## src/rtl/lc4_div_iter_pkg.sv

```systemverilog
// Shared LC4 divider definitions: state encodings, iteration count and a
// gate-level counter increment so the cla16 stays the only adder in the block.
package lc4_div_iter_pkg;

    localparam int LC4_DIV_W     = 16;
    localparam int LC4_DIV_ITERS = 16;

    typedef enum logic [1:0] {
        ST_IDLE = 2'd0,
        ST_RUN  = 2'd1,
        ST_DONE = 2'd2
    } div_state_e;

    function automatic logic [3:0] inc4(input logic [3:0] v);
        inc4 = {v[3] ^ (&v[2:0]), v[2] ^ (&v[1:0]), v[1] ^ v[0], ~v[0]};
    endfunction

endpackage

```

## src/rtl/lc4_div_iter_cla16.sv

```systemverilog
// 16-bit carry-lookahead adder: four 4-bit groups with lookahead across groups.
module cla16 (
    input  logic [15:0] a,
    input  logic [15:0] b,
    input  logic        cin,
    output logic [15:0] sum
);

    logic [15:0] g, p, c;
    logic [3:0]  gg, gp, cg;

    assign g = a & b;
    assign p = a ^ b;

    always_comb begin
        gg = '0;
        gp = '0;
        cg = '0;
        c  = '0;
        for (int j = 0; j < 4; j++) begin
            gg[j] = g[4*j+3] | (p[4*j+3] & g[4*j+2]) | (p[4*j+3] & p[4*j+2] & g[4*j+1]) |
                    (p[4*j+3] & p[4*j+2] & p[4*j+1] & g[4*j]);
            gp[j] = &p[4*j +: 4];
        end
        cg[0] = cin;
        cg[1] = gg[0] | (gp[0] & cin);
        cg[2] = gg[1] | (gp[1] & gg[0]) | (gp[1] & gp[0] & cin);
        cg[3] = gg[2] | (gp[2] & gg[1]) | (gp[2] & gp[1] & gg[0]) | (gp[2] & gp[1] & gp[0] & cin);
        for (int j = 0; j < 4; j++) begin
            c[4*j]   = cg[j];
            c[4*j+1] = g[4*j] | (p[4*j] & cg[j]);
            c[4*j+2] = g[4*j+1] | (p[4*j+1] & g[4*j]) | (p[4*j+1] & p[4*j] & cg[j]);
            c[4*j+3] = g[4*j+2] | (p[4*j+2] & g[4*j+1]) | (p[4*j+2] & p[4*j+1] & g[4*j]) |
                       (p[4*j+2] & p[4*j+1] & p[4*j] & cg[j]);
        end
    end

    assign sum = p ^ c;

endmodule

```

## src/rtl/lc4_div_iter.sv

```systemverilog
// Iterative restoring divider for LC4 DIV/MOD: one quotient bit per cycle,
// trial subtraction through a single cla16.
module lc4_div_iter
    import lc4_div_iter_pkg::*;
#(
    parameter int W     = LC4_DIV_W,
    parameter int ITERS = LC4_DIV_ITERS
) (
    input  logic         clk,
    input  logic         rst,
    input  logic         i_start,
    input  logic [W-1:0] i_dividend,
    input  logic [W-1:0] i_divisor,
    output logic         o_busy,
    output logic         o_valid,
    output logic [W-1:0] o_quotient,
    output logic [W-1:0] o_remainder
);

    div_state_e   state, state_nxt;
    logic [3:0]   count;
    logic [W-1:0] rem, q, dvs;
    logic         div0;

    logic         accept;
    logic [W:0]   rem_sh;
    logic [W-1:0] diff;
    logic         a15, b15, cout, geq;

    always_ff @(posedge clk or posedge rst) begin
        if (rst) state <= ST_IDLE;
        else     state <= state_nxt;
    end

    always_comb begin
        state_nxt = state;
        accept    = 1'b0;
        case (state)
            ST_IDLE: if (i_start) begin
                accept    = 1'b1;
                state_nxt = ST_RUN;
            end
            ST_RUN: if (count == 4'(ITERS-1)) state_nxt = ST_DONE;
            ST_DONE: begin
                accept    = i_start;
                state_nxt = i_start ? ST_RUN : ST_IDLE;
            end
            default: state_nxt = ST_IDLE;
        endcase
    end

    // Trial subtraction rem_sh - div as rem_sh + ~div + 1; the carry out of bit 15
    // is rebuilt from the sum bit since cla16 exposes no carry port.
    assign rem_sh = {rem, q[W-1]};

    cla16 u_cla (
        .a   (rem_sh[W-1:0]),
        .b   (~dvs),
        .cin (1'b1),
        .sum (diff)
    );

    assign a15  = rem_sh[W-1];
    assign b15  = ~dvs[W-1];
    assign cout = (a15 & b15) | ((a15 | b15) & (diff[W-1] ^ a15 ^ b15));
    assign geq  = rem_sh[W] | cout;

    always_ff @(posedge clk or posedge rst) begin
        if (rst) begin
            rem   <= '0;
            q     <= '0;
            dvs   <= '0;
            div0  <= 1'b0;
            count <= '0;
        end else if (accept) begin
            rem   <= '0;
            q     <= i_dividend;
            dvs   <= i_divisor;
            div0  <= (i_divisor == '0);
            count <= '0;
        end else if (state == ST_RUN) begin
            rem   <= geq ? diff : rem_sh[W-1:0];
            q     <= {q[W-2:0], geq};
            count <= inc4(count);
        end
    end

    // Divide-by-zero reports 0/0 regardless of what the iterations produced.
    assign o_busy      = (state == ST_RUN);
    assign o_valid     = (state == ST_DONE);
    assign o_quotient  = div0 ? '0 : q;
    assign o_remainder = div0 ? '0 : rem;

endmodule

```

## config.mk

```make
export PLATFORM = sky130hd
export DESIGN_NAME = lc4_div_iter
export DESIGN_NICKNAME = d
export VERILOG_FILES = /design/src/rtl/lc4_div_iter_pkg.sv /design/src/rtl/lc4_div_iter_cla16.sv /design/src/rtl/lc4_div_iter.sv
export SDC_FILE = /design/constraint.sdc
export NUM_CORES = 1
export LEC_CHECK = 0
export CAP_MARGIN = 5
export CORE_MARGIN = 2
export CORE_UTILIZATION = 54
export DETAILED_ROUTE_END_ITERATION = 12
export PLACE_DENSITY_LB_ADDON = 0.2
export REMOVE_ABC_BUFFERS = 1
export SYNTH_ARGS = -nofsm -noshare
export SYNTH_HDL_FRONTEND = slang
export SYNTH_SLANG_ARGS = --single-unit
```

## constraint.sdc

```tcl
create_clock -name clk -period 3.5 [get_ports clk]
set_input_delay 0.7 -clock clk [delete_from_list [all_inputs] [get_ports clk]]
set_output_delay 0.7 -clock clk [all_outputs]
set_load 0.02 [all_outputs]
```

# Yosys cells after proc, flatten, opt, wreduce, memory -nomap -nowiden

Index checks and enable logic that the tools add are counted.

Bits in registers: 55
Input bits: 35
Output and inout port bits: 34
Logic and storage cells: 144

Equal/unequal tests: 5
Multiplexer cells: 15
Bitwise gates (word level): 109
Reductions and logical operators: 9

Operators by type and width:

| kind                                                 | number |
|---|---|
| two-way mux 16 bit                                   | 7 |
| bitwise AND 1 bit                                    | 56 |
| OR 1 bit                                             | 42 |
| bitwise XOR 16 bit                                   | 2 |
| zero test 16 bit                                     | 1 |
| inverter 16 bit                                      | 1 |
| bitwise AND 15 bit                                   | 1 |
| AND reduction 4 bit                                  | 3 |
| two-way mux 4 bit                                    | 2 |
| one-hot mux 2 bit (3 select lines)                   | 1 |
| bitwise XOR 1 bit                                    | 5 |
| equality test 4 bit (second input constant)          | 1 |
| two-way mux 2 bit                                    | 2 |
| AND reduction 2 bit                                  | 2 |
| AND reduction 3 bit                                  | 1 |
| equality test 2 x 1 -> 1 bit (second input constant) | 1 |
| equality test 2 bit (second input constant)          | 1 |
| zero test 2 bit                                      | 1 |
| two-way mux 1 bit                                    | 2 |
| != test 2 x 1 -> 1 bit (second input constant)       | 1 |
| != test 2 bit (second input constant)                | 1 |
| inverter 1 bit                                       | 2 |
| one-hot mux 1 bit (2 select lines)                   | 1 |
| nonzero test 2 bit                                   | 1 |

# Depth between registers and ports, before layout

Gate-level depths: netlist (run 1).

Word-level depth: 21
Gate-level depth with buffers: 11
Depth with buffers taken out: 10

# Hierarchy

A second synthesis (run 1) with hierarchy kept.

Cell total of the unflattened synthesis: 400
Area, all modules: 3,622.2 µm²

Modules (own cells, without submodules):

| module       | times used | cells an instance | area an instance (µm²) |
|---|---|---|---|
| lc4_div_iter | 1          | 325               | 2,915.3 |
| cla16        | 1          | 75                | 706.9 |

# Least setup slack after synthesis (run 1)

OpenSTA, ideal clock, no wires.

Path kind: register to register
Start point: register q[15]
End point: register rem[7]
Data arrival time: 2,193 ps
Setup slack: 1,181 ps
Stages on the path, launching flop included: 10
Period minus slack after synthesis: 2,319 ps
Cell sequence: dfrtp_1 > inv_1 > ha_1 > o21ai_0 > a22oi_4 > o2bb2ai_4 > a41o_4 > a21boi_4 > nor3_1 > a221o_1

Word-level cells in the longest chain between the ends: 17
Elaborated cells between the ends (all ways): 23
Classes of those cells: mux: 3; bitwise: 19; reduce/logical: 1

RTL lines:

| element                         | RTL line                 | text |
|---|---|---|
| start: declaration              | lc4_div_iter.sv:22       | `logic [W-1:0] rem, q, dvs;` |
| start signal: assignment        | lc4_div_iter.sv:77       | `q <= i_dividend;` |
| start signal: assignment        | lc4_div_iter.sv:83       | `q <= {q[W-2:0], geq};` |
| bitwise AND 15 bit              | lc4_div_iter_cla16.sv:12 | `assign g = a & b;` |
| bitwise AND 1 bit               | lc4_div_iter_cla16.sv:22 | `(p[4*j+3] & p[4*j+2] & p[4*j+1] & g[4*j]);` |
| OR 1 bit                        | lc4_div_iter_cla16.sv:21 | `gg[j] = g[4*j+3] \| (p[4*j+3] & g[4*j+2]) \| (p[4*j+3] & p[4*j+2] & g[4*j+1]) \|` |
| bitwise AND 1 bit               | lc4_div_iter_cla16.sv:28 | `cg[3] = gg[2] \| (gp[2] & gg[1]) \| (gp[2] & gp[1] & gg[0]) \| (gp[2] & gp[1] & gp[0] & cin);` |
| OR 1 bit (2 in series)          | lc4_div_iter_cla16.sv:28 |  |
| bitwise AND 1 bit               | lc4_div_iter_cla16.sv:34 | `(p[4*j+2] & p[4*j+1] & p[4*j] & cg[j]);` |
| OR 1 bit                        | lc4_div_iter_cla16.sv:33 | `c[4*j+3] = g[4*j+2] \| (p[4*j+2] & g[4*j+1]) \| (p[4*j+2] & p[4*j+1] & g[4*j]) \|` |
| bitwise XOR 16 bit *            | lc4_div_iter_cla16.sv:38 | `assign sum = p ^ c;` |
| bitwise XOR 1 bit (2 in series) | lc4_div_iter.sv:65       | `assign cout = (a15 & b15) \| ((a15 \| b15) & (diff[W-1] ^ a15 ^ b15));` |
| bitwise AND 1 bit               | lc4_div_iter.sv:65       |  |
| OR 1 bit                        | lc4_div_iter.sv:65       |  |
| OR 1 bit                        | lc4_div_iter.sv:66       | `assign geq = rem_sh[W] \| cout;` |
| two-way mux 16 bit *            | lc4_div_iter.sv:82       | `rem <= geq ? diff : rem_sh[W-1:0];` |
| two-way mux 16 bit *            | lc4_div_iter.sv:81       | `end else if (state == ST_RUN) begin` |
| two-way mux 16 bit *            | lc4_div_iter.sv:75       | `end else if (accept) begin` |
| end signal: assignment          | lc4_div_iter.sv:82       |  |
| end: declaration                | lc4_div_iter.sv:22       |  |

Mark *: on every way between the ends. The rest lies on a longest branch, timed or not. The select of a mux whose other input is x is not followed.
A chain may end at the register's enable or synchronous reset.

# Worst setup path in the final report (run 1)

Start point: register state[1]
End point: output port o_busy

Word-level cells in the longest chain between the ends: 1

RTL lines:

| element                      | RTL line           | text |
|---|---|---|
| start: declaration           | lc4_div_iter.sv:20 | `div_state_e state, state_nxt;` |
| start signal: assignment     | lc4_div_iter.sv:32 | `else state <= state_nxt;` |
| equality test 2 x 1 -> 1 bit | lc4_div_iter.sv:89 | `assign o_busy = (state == ST_RUN);` |
| end: declaration             | lc4_div_iter.sv:14 | `output logic o_busy,` |

No other way between the ends.

==> results by group, run 1 <==
Yosys
  – Yosys cell types: 54
  – Post-synth top area share: 39.2%
  – Yosys warning total: 0
  – Fraction of registers with async set/reset: 100%
  – Area leader, netlist: dfrtp_1
  – Mean post-synth cell area: 9.32 sq um
  – Largest cells by area after synthesis: dfrtp_1 39%, nand2_1 6.8%, ha_1 6.4%
  – EDFF count, synth: 0
  – Most used flip-flop cell after synthesis: dfrtp_1
  – Cell Area, Synth: roughly 0.0035 sq mm
  – Post-Synthesis Cells: 377
  – Yosys reg bits: 55
  – Register area share after synthesis: 39.2%

Min path
  – Worst min-delay path category: reg2reg
  – Hold Path Origin: count[0]$_DFFE_PP0P_
  – Hold EP: count[0]$_DFFE_PP0P_
  – Min-Delay Path Depth: 1

Cells and area
  – Area grow syn2layout: 23.0%
  – Layout cells sized above 1: 6.90%
  – Ant. Diodes: 0
  – Final nets: 490
  – Post-route insts no fill: 512

STA
  – Fin. Hold Viols: 0
  – RSZ-0062 raised after global routing: no
  – Post-layout min period: 2850 ps
  – Worst Slack Setup Final: 646 ps
  – Worst slew pin tran: 810 ps
  – Hold Slack: 505 ps
  – Final max-slew violation count: 0
  – Final period util: between 80% and 90%
  – Slew margin rel.: 45.8%
  – Final setup fails: 0
  – Max Freq: 350 MHz
  – Final TNS setup: 0 ps
  – Final clock skew: between 9 and 10 ps

Worst setup path
  – WS Path Type: reg2out
  – R2R depth: 9
  – Worst reg-to-reg setup slack: 740 ps
  – Worst path required time: 2800 ps
  – RR Startpoint: q[15]$_DFFE_PP0P_
  – CP Max Fanout: 18
  – Reg-to-Reg End: rem[7]$_DFFE_PP0P_
  – Crit. End Element: output pin
  – Worst Path Arrival: 2150 ps
  – Setup crit start kind: flip-flop

Global routing
  – Largest net degree at the start of global routing: 60
  – Vias in the first global route: 3016
  – GRT overflow: 0
  – Initial antenna violation count: 0
  – Tot GR Track Use: 24.9%
  – First-pass GRT wire length: 14400 microns

Clocking
  – TritonCTS Sinks: 55
  – Root Driver: clkbuf_8
  – Clk Latency, worst-skew pair: roughly 310 ps
  – CTS resizes: 0
  – CTS H-tree lvls: 2
  – Postcts setup bufs: 0
  – CTS clk-pin slew, worst paths: 100 ps
  – Max clock buf depth: 2
  – CTS tree: yes
  – Hold-fix buffers, CTS: 0
  – CTS buffer count: 5

Die
  – Die width: roughly 85 microns
  – Die area: between 0.007 and 0.008 sq mm
  – Boundary Pins: 69
  – Die height: 84.7 microns
  – Initial Util: 55.6%
  – Core area: 0.00631 sq mm
  – Rows: 29

Detailed routing
  – First drt pass iteration count: 5
  – DRC viols: 0
  – Average wire per standard cell: around 17 microns
  – Initial drt markers: between 200 and 250
  – Via count: 3089
  – Final ANT Viol Nets: 0
  – Detailed-route wire length: ~8500 microns
  – Via density: between 6 and 7

Place
  – Placed wire-length estimate: 5930 microns
  – GP Congestion: 0.883
  – PortBufs: 68
  – Dpl ws: just under 800 ps
  – DP Cell Count: 504

Flow run
  – Number of max-cap violations: 0

Run status
  – Outcome: finished clean
-- state kept, by name, summed over array words and instances (netlist names) --
| name | count |
|---|---|
| count | 4 |
| div0 | 1 |
| dvs | 16 |
| q | 16 |
| rem | 16 |
| state | 2 |
-- Yosys cell counts, types with 4 or more instances --
cell type and instances:
nand2_1 64, dfrtp_1 55, nor2b_1 32, o21ai_0 27, inv_1 23, ha_1 18
clkbuf_1 16, o311ai_0 13, nor2_1 11, o211ai_1 9, a22oi_1 8, mux2i_1 8
xnor2_1 7, nor3_1 6, nor4_1 6, xor2_1 6, a31oi_1 5, buf_1 4
-- cell usage in the layout, fill, tap and decap left out, drive strengths merged, types with 2 or more instances in the layout --
| master | netlist | routed |
|---|---|---|
| nor2 | 11 | 11 |
| o211ai | 9 | 9 |
| a21boi | 2 | 2 |
| o31ai | 3 | 3 |
| a21oi | 3 | 3 |
| inv | 24 | 24 |
| a221o | 2 | 2 |
| a22o | 2 | 2 |
| or2 | 4 | 4 |
| o311ai | 14 | 14 |
| nor4 | 6 | 6 |
| o41ai | 2 | 2 |
| fa | 3 | 3 |
| xnor2 | 7 | 7 |
| clkbuf | 16 | 6 |
| nand2 | 64 | 64 |
| o22ai | 2 | 2 |
| buf | 8 | 6 |
| a22oi | 9 | 9 |
| a41oi | 2 | 2 |
| nand3 | 3 | 3 |
| clkdlybuf4s50 | 0 | 68 |
| a21o | 3 | 3 |
| o21ai | 30 | 30 |
| mux2i | 8 | 8 |
| dfrtp | 55 | 55 |
| nor3 | 6 | 6 |
| nand4 | 3 | 3 |
| a32o | 3 | 3 |
| xor2 | 6 | 6 |
| nor2b | 32 | 32 |
| a31oi | 5 | 5 |
| ha | 18 | 18 |
-- final cells by class --
cell class / instances / area [sq um]
timing repair buffer: 74 / 726
clock inverter: 2 / 12.5
multi-input combinational: 274 / 1950
inverter: 24 / 90.1
clock buffer: 6 / 72.6
fill: 506 / 1990
sequential: 55 / 1380
tap: 77 / 96.3
-- metal layers --
metal  vias up  global-route usage, %  wire, microns
met2       139                   39.4           4090
met3        27                   5.01            550
li1       1453                      -              -
met1      1470                   33.3           3660
met5         -                      0              0
met4         0                   10.4            219
-- worst max-delay path, cell delays in order, from the launching register on --
cell	delay, ps
dfrtp_1	390
nand2b_1	360
inv_2	400
clkdlybuf4s50_1	690
-- cells by family (layout without fill, tap and decap cells) --
family	Yosys count	count (layout)	synth area share [%]
XOR/XNOR	13	13	3.24
AO/OA/AOI/OAI	98	98	22.9
AND/OR/NAND/NOR	134	134	18.5
flip-flops	55	55	39.2
buffers and inverters	48	106	5.80
multiplexers	8	8	2.28
adder cells (fa/ha/maj)	21	21	8.12
-- how the worst max path moves through the flow --
stage	cells past startpoint	start	endpoint	slack, ps
after global routing	3	state[1]$_DFFE_PP0P_	o_busy	550
after floorplan	5	i_start	rem[15]$_DFFE_PP0P_	-670
final	3	state[1]$_DFFE_PP0P_	o_busy	650
after CTS	3	state[1]$_DFFE_PP0P_	o_busy	630
after global placement	9	q[15]$_DFFE_PP0P_	rem[7]$_DFFE_PP0P_	870
after detailed placement	9	q[15]$_DFFE_PP0P_	rem[7]$_DFFE_PP0P_	790
-- per-stage QoR --
step	area (sq um)	util [%]
floorplan	3400	-
global placement	4240	67.1
detailed placement	4240	67.1
CTS	4320	68.5
global route	4320	68.5
finish	4320	68.5
Power of run 1 is not shown: default switching activity piles up to over one toggle a cycle in this logic, so the estimate is an artifact.
==> run 2, diff against run 1 <==
--- a/config.mk
+++ b/config.mk
@@ -7,7 +7,7 @@
 export LEC_CHECK = 0
 export CAP_MARGIN = 5
 export CORE_MARGIN = 2
-export CORE_UTILIZATION = 54
+export CORE_UTILIZATION = 52
 export DETAILED_ROUTE_END_ITERATION = 12
 export PLACE_DENSITY_LB_ADDON = 0.2
 export REMOVE_ABC_BUFFERS = 1
==> constraint.sdc (replaced) <==
create_clock -name clk -period 2.85 [get_ports clk]
set_input_delay 0.57 -clock clk [delete_from_list [all_inputs] [get_ports clk]]
set_output_delay 0.57 -clock clk [all_outputs]
set_load 0.02 [all_outputs]
==> results by group, run 2 (synthesis gave the netlist of run 1 again) <==
STA
  – Final max-slew violation count: 0 (unchanged)
  – Final setup fails: 0 (unchanged)
  – Post-layout min period: 2710 ps
  – Hold Slack: 507 ps (+1.18 ps)
  – Final clock skew: 7.02 ps (-2.30 ps)
  – Max Freq: 369 MHz
  – Worst Slack Setup Final: 142 ps (-505 ps)
  – Final period util: 95.0%
  – Worst slew pin tran: 662 ps (-148 ps)
  – Final TNS setup: 0 ps (unchanged)
  – Slew margin rel.: 55.4% (+9.6 points)
  – Fin. Hold Viols: 0 (unchanged)

Global routing
  – GRT overflow: 0 (unchanged)
  – Initial antenna violation count: 0 (unchanged)
  – Vias in the first global route: 2903 (-3.7%)
  – Largest net degree at the start of global routing: 60 (unchanged)
  – First-pass GRT wire length: 13900 microns (-3.7%)
  – Tot GR Track Use: 23.6% (-1.3 points)

Min path
  – Worst min-delay path category: reg2reg
  – Hold EP: count[0]$_DFFE_PP0P_
  – Hold Path Origin: count[0]$_DFFE_PP0P_
  – Min-Delay Path Depth: 1 (unchanged)

Die
  – Die height: 86.2 microns (+1.8%)
  – Rows: 29 (unchanged)
  – Die width: 86.2 microns (+1.8%)
  – Initial Util: 54.4% (-1.3 points)
  – Die area: 0.00743 sq mm (+3.7%)
  – Boundary Pins: 69 (unchanged)
  – Core area: 0.00646 sq mm (+2.3%)

Worst setup path
  – CP Cell Sequence: ha_1 -> a21oi_1 -> o21ai_0 -> or2_1 -> a41o_4 -> a21boi_4 -> nor3_1 -> a221o_1
  – Worst path required time: 3060 ps (+260 ps)
  – WS Path Type: reg2reg
  – Worst path slowest cell: ha_1
  – Setup crit start kind: flip-flop
  – R2R depth: 8 (-1)
  – CP Max Fanout: 15 (-3)
  – Crit. End Element: flip-flop
  – Worst Path Arrival: 2920 ps (+770 ps)
  – Worst reg-to-reg setup slack: 140 ps (-600 ps)
  – Slowest stage delay, CP: 430 ps (-260 ps)
  – Reg-to-Reg End: rem[7]$_DFFE_PP0P_
  – RR Startpoint: rem[10]$_DFFE_PP0P_

Cells and area
  – Layout cells sized above 1: 8.20% (+1.3 points)
  – Largest registers: dvs: 16 flops, q: 16 flops, rem: 16 flops
  – Fillers: 541 (+6.9%)
  – Multi-input logic area: 0.00195 sq mm (unchanged)
  – Commonest non-fill, non-tap cell in the layout: clkdlybuf4s50_1
  – Most frequent cells in the layout: 68 x clkdlybuf4s50_1, 64 x nand2_1, 54 x dfrtp_1
  – Ant. Diodes: 0 (unchanged)
  – Seq. cell area: 0.00138 sq mm (about the same)
  – Area grow syn2layout: 25.5%
  – Final nets: 494 (+0.82%)

Flow run
  – Number of max-cap violations: 0 (unchanged)

Clocking
  – TritonCTS Sinks: 55 (unchanged)
  – Clk Latency, worst-skew pair: 320 ps (about the same)
  – Root Driver: clkbuf_8
  – CTS H-tree lvls: 2 (unchanged)
  – CTS tree: yes
  – CTS clk-pin slew, worst paths: 110 ps (about the same)
  – CTS buffer count: 5 (unchanged)
  – Hold-fix buffers, CTS: 0 (unchanged)
  – Max clock buf depth: 2 (unchanged)

Detailed routing
  – Via count: 3042 (-1.5%)
  – First drt pass iteration count: 4 (-1)
  – Initial drt markers: 175 (-19%)
  – Final ANT Viol Nets: 0 (unchanged)
  – Detailed-route wire length: 8520 microns (about the same)
  – DRC viols: 0 (unchanged)
  – Via density: 5.90 (-2.3%)
  – Average wire per standard cell: 16.5 microns (-0.79%)

Place
  – Placed wire-length estimate: 5920 microns (about the same)
  – Dpl ws: 171 ps (-616 ps)
  – PortBufs: 68 (unchanged)
  – GP Congestion: 0.869 (-1.6%)

Run status
  – Outcome: finished clean
[run 2: worst max-delay path: cells and delay by family (launching register included)]
family	cells	cell delay, ps
compound gates	5	1340
fa+ha+maj	1	430
flops	1	420
simple gates	2	420
[run 2: worst max-delay path by stage]
stage                        startpoint                  end  cells after the start
floorplan                       i_start  rem[15]$_DFFE_PP0P_                      5
global placement      q[15]$_DFFE_PP0P_   rem[7]$_DFFE_PP0P_                      9
detailed placement    q[15]$_DFFE_PP0P_   rem[7]$_DFFE_PP0P_                      9
CTS                    div0$_DFFE_PP0P_        o_quotient[0]                      2
global route         rem[8]$_DFFE_PP0P_  rem[14]$_DFFE_PP0P_                      8
finish              rem[10]$_DFFE_PP0P_   rem[7]$_DFFE_PP0P_                      8
[run 2: through the flow]
stage	utilization (%)	instances	cell area (sq um)
3_3_place_gp	66.0	506	4260
2_1_floorplan	-	353	3400
6_report	68.3	516	4410
5_1_grt	68.3	516	4410
3_5_place_dp	66.0	506	4260
4_1_cts	67.8	514	4380
[run 2: layout make-up]
cell class / instances / area share [%]
Multi-Input combinational cell: 274 / 44.2
Inverter: 24 / 2.04
Clock buffer: 5 / 1.56
Sequential cell: 55 / 31.2
Clock inverter: 3 / 1.08
Timing Repair Buffer: 78 / 17.7
Tap cell: 77 / 2.19
[run 2: routing by layer]
metal,vias up,wire [microns],global-route usage (%)
li1,1454,-,-
met1,1467,3680,30.6
met2,110,4090,39.7
met3,11,627,5.52
met4,0,121,6.96
met5,-,0,0
[run 2: timing repair]
action	CTS	global route
setup endpoints to repair	0	24
gates resized for setup	0	2
setup buffers	0	1
Power of run 2 is left out for the same reason.
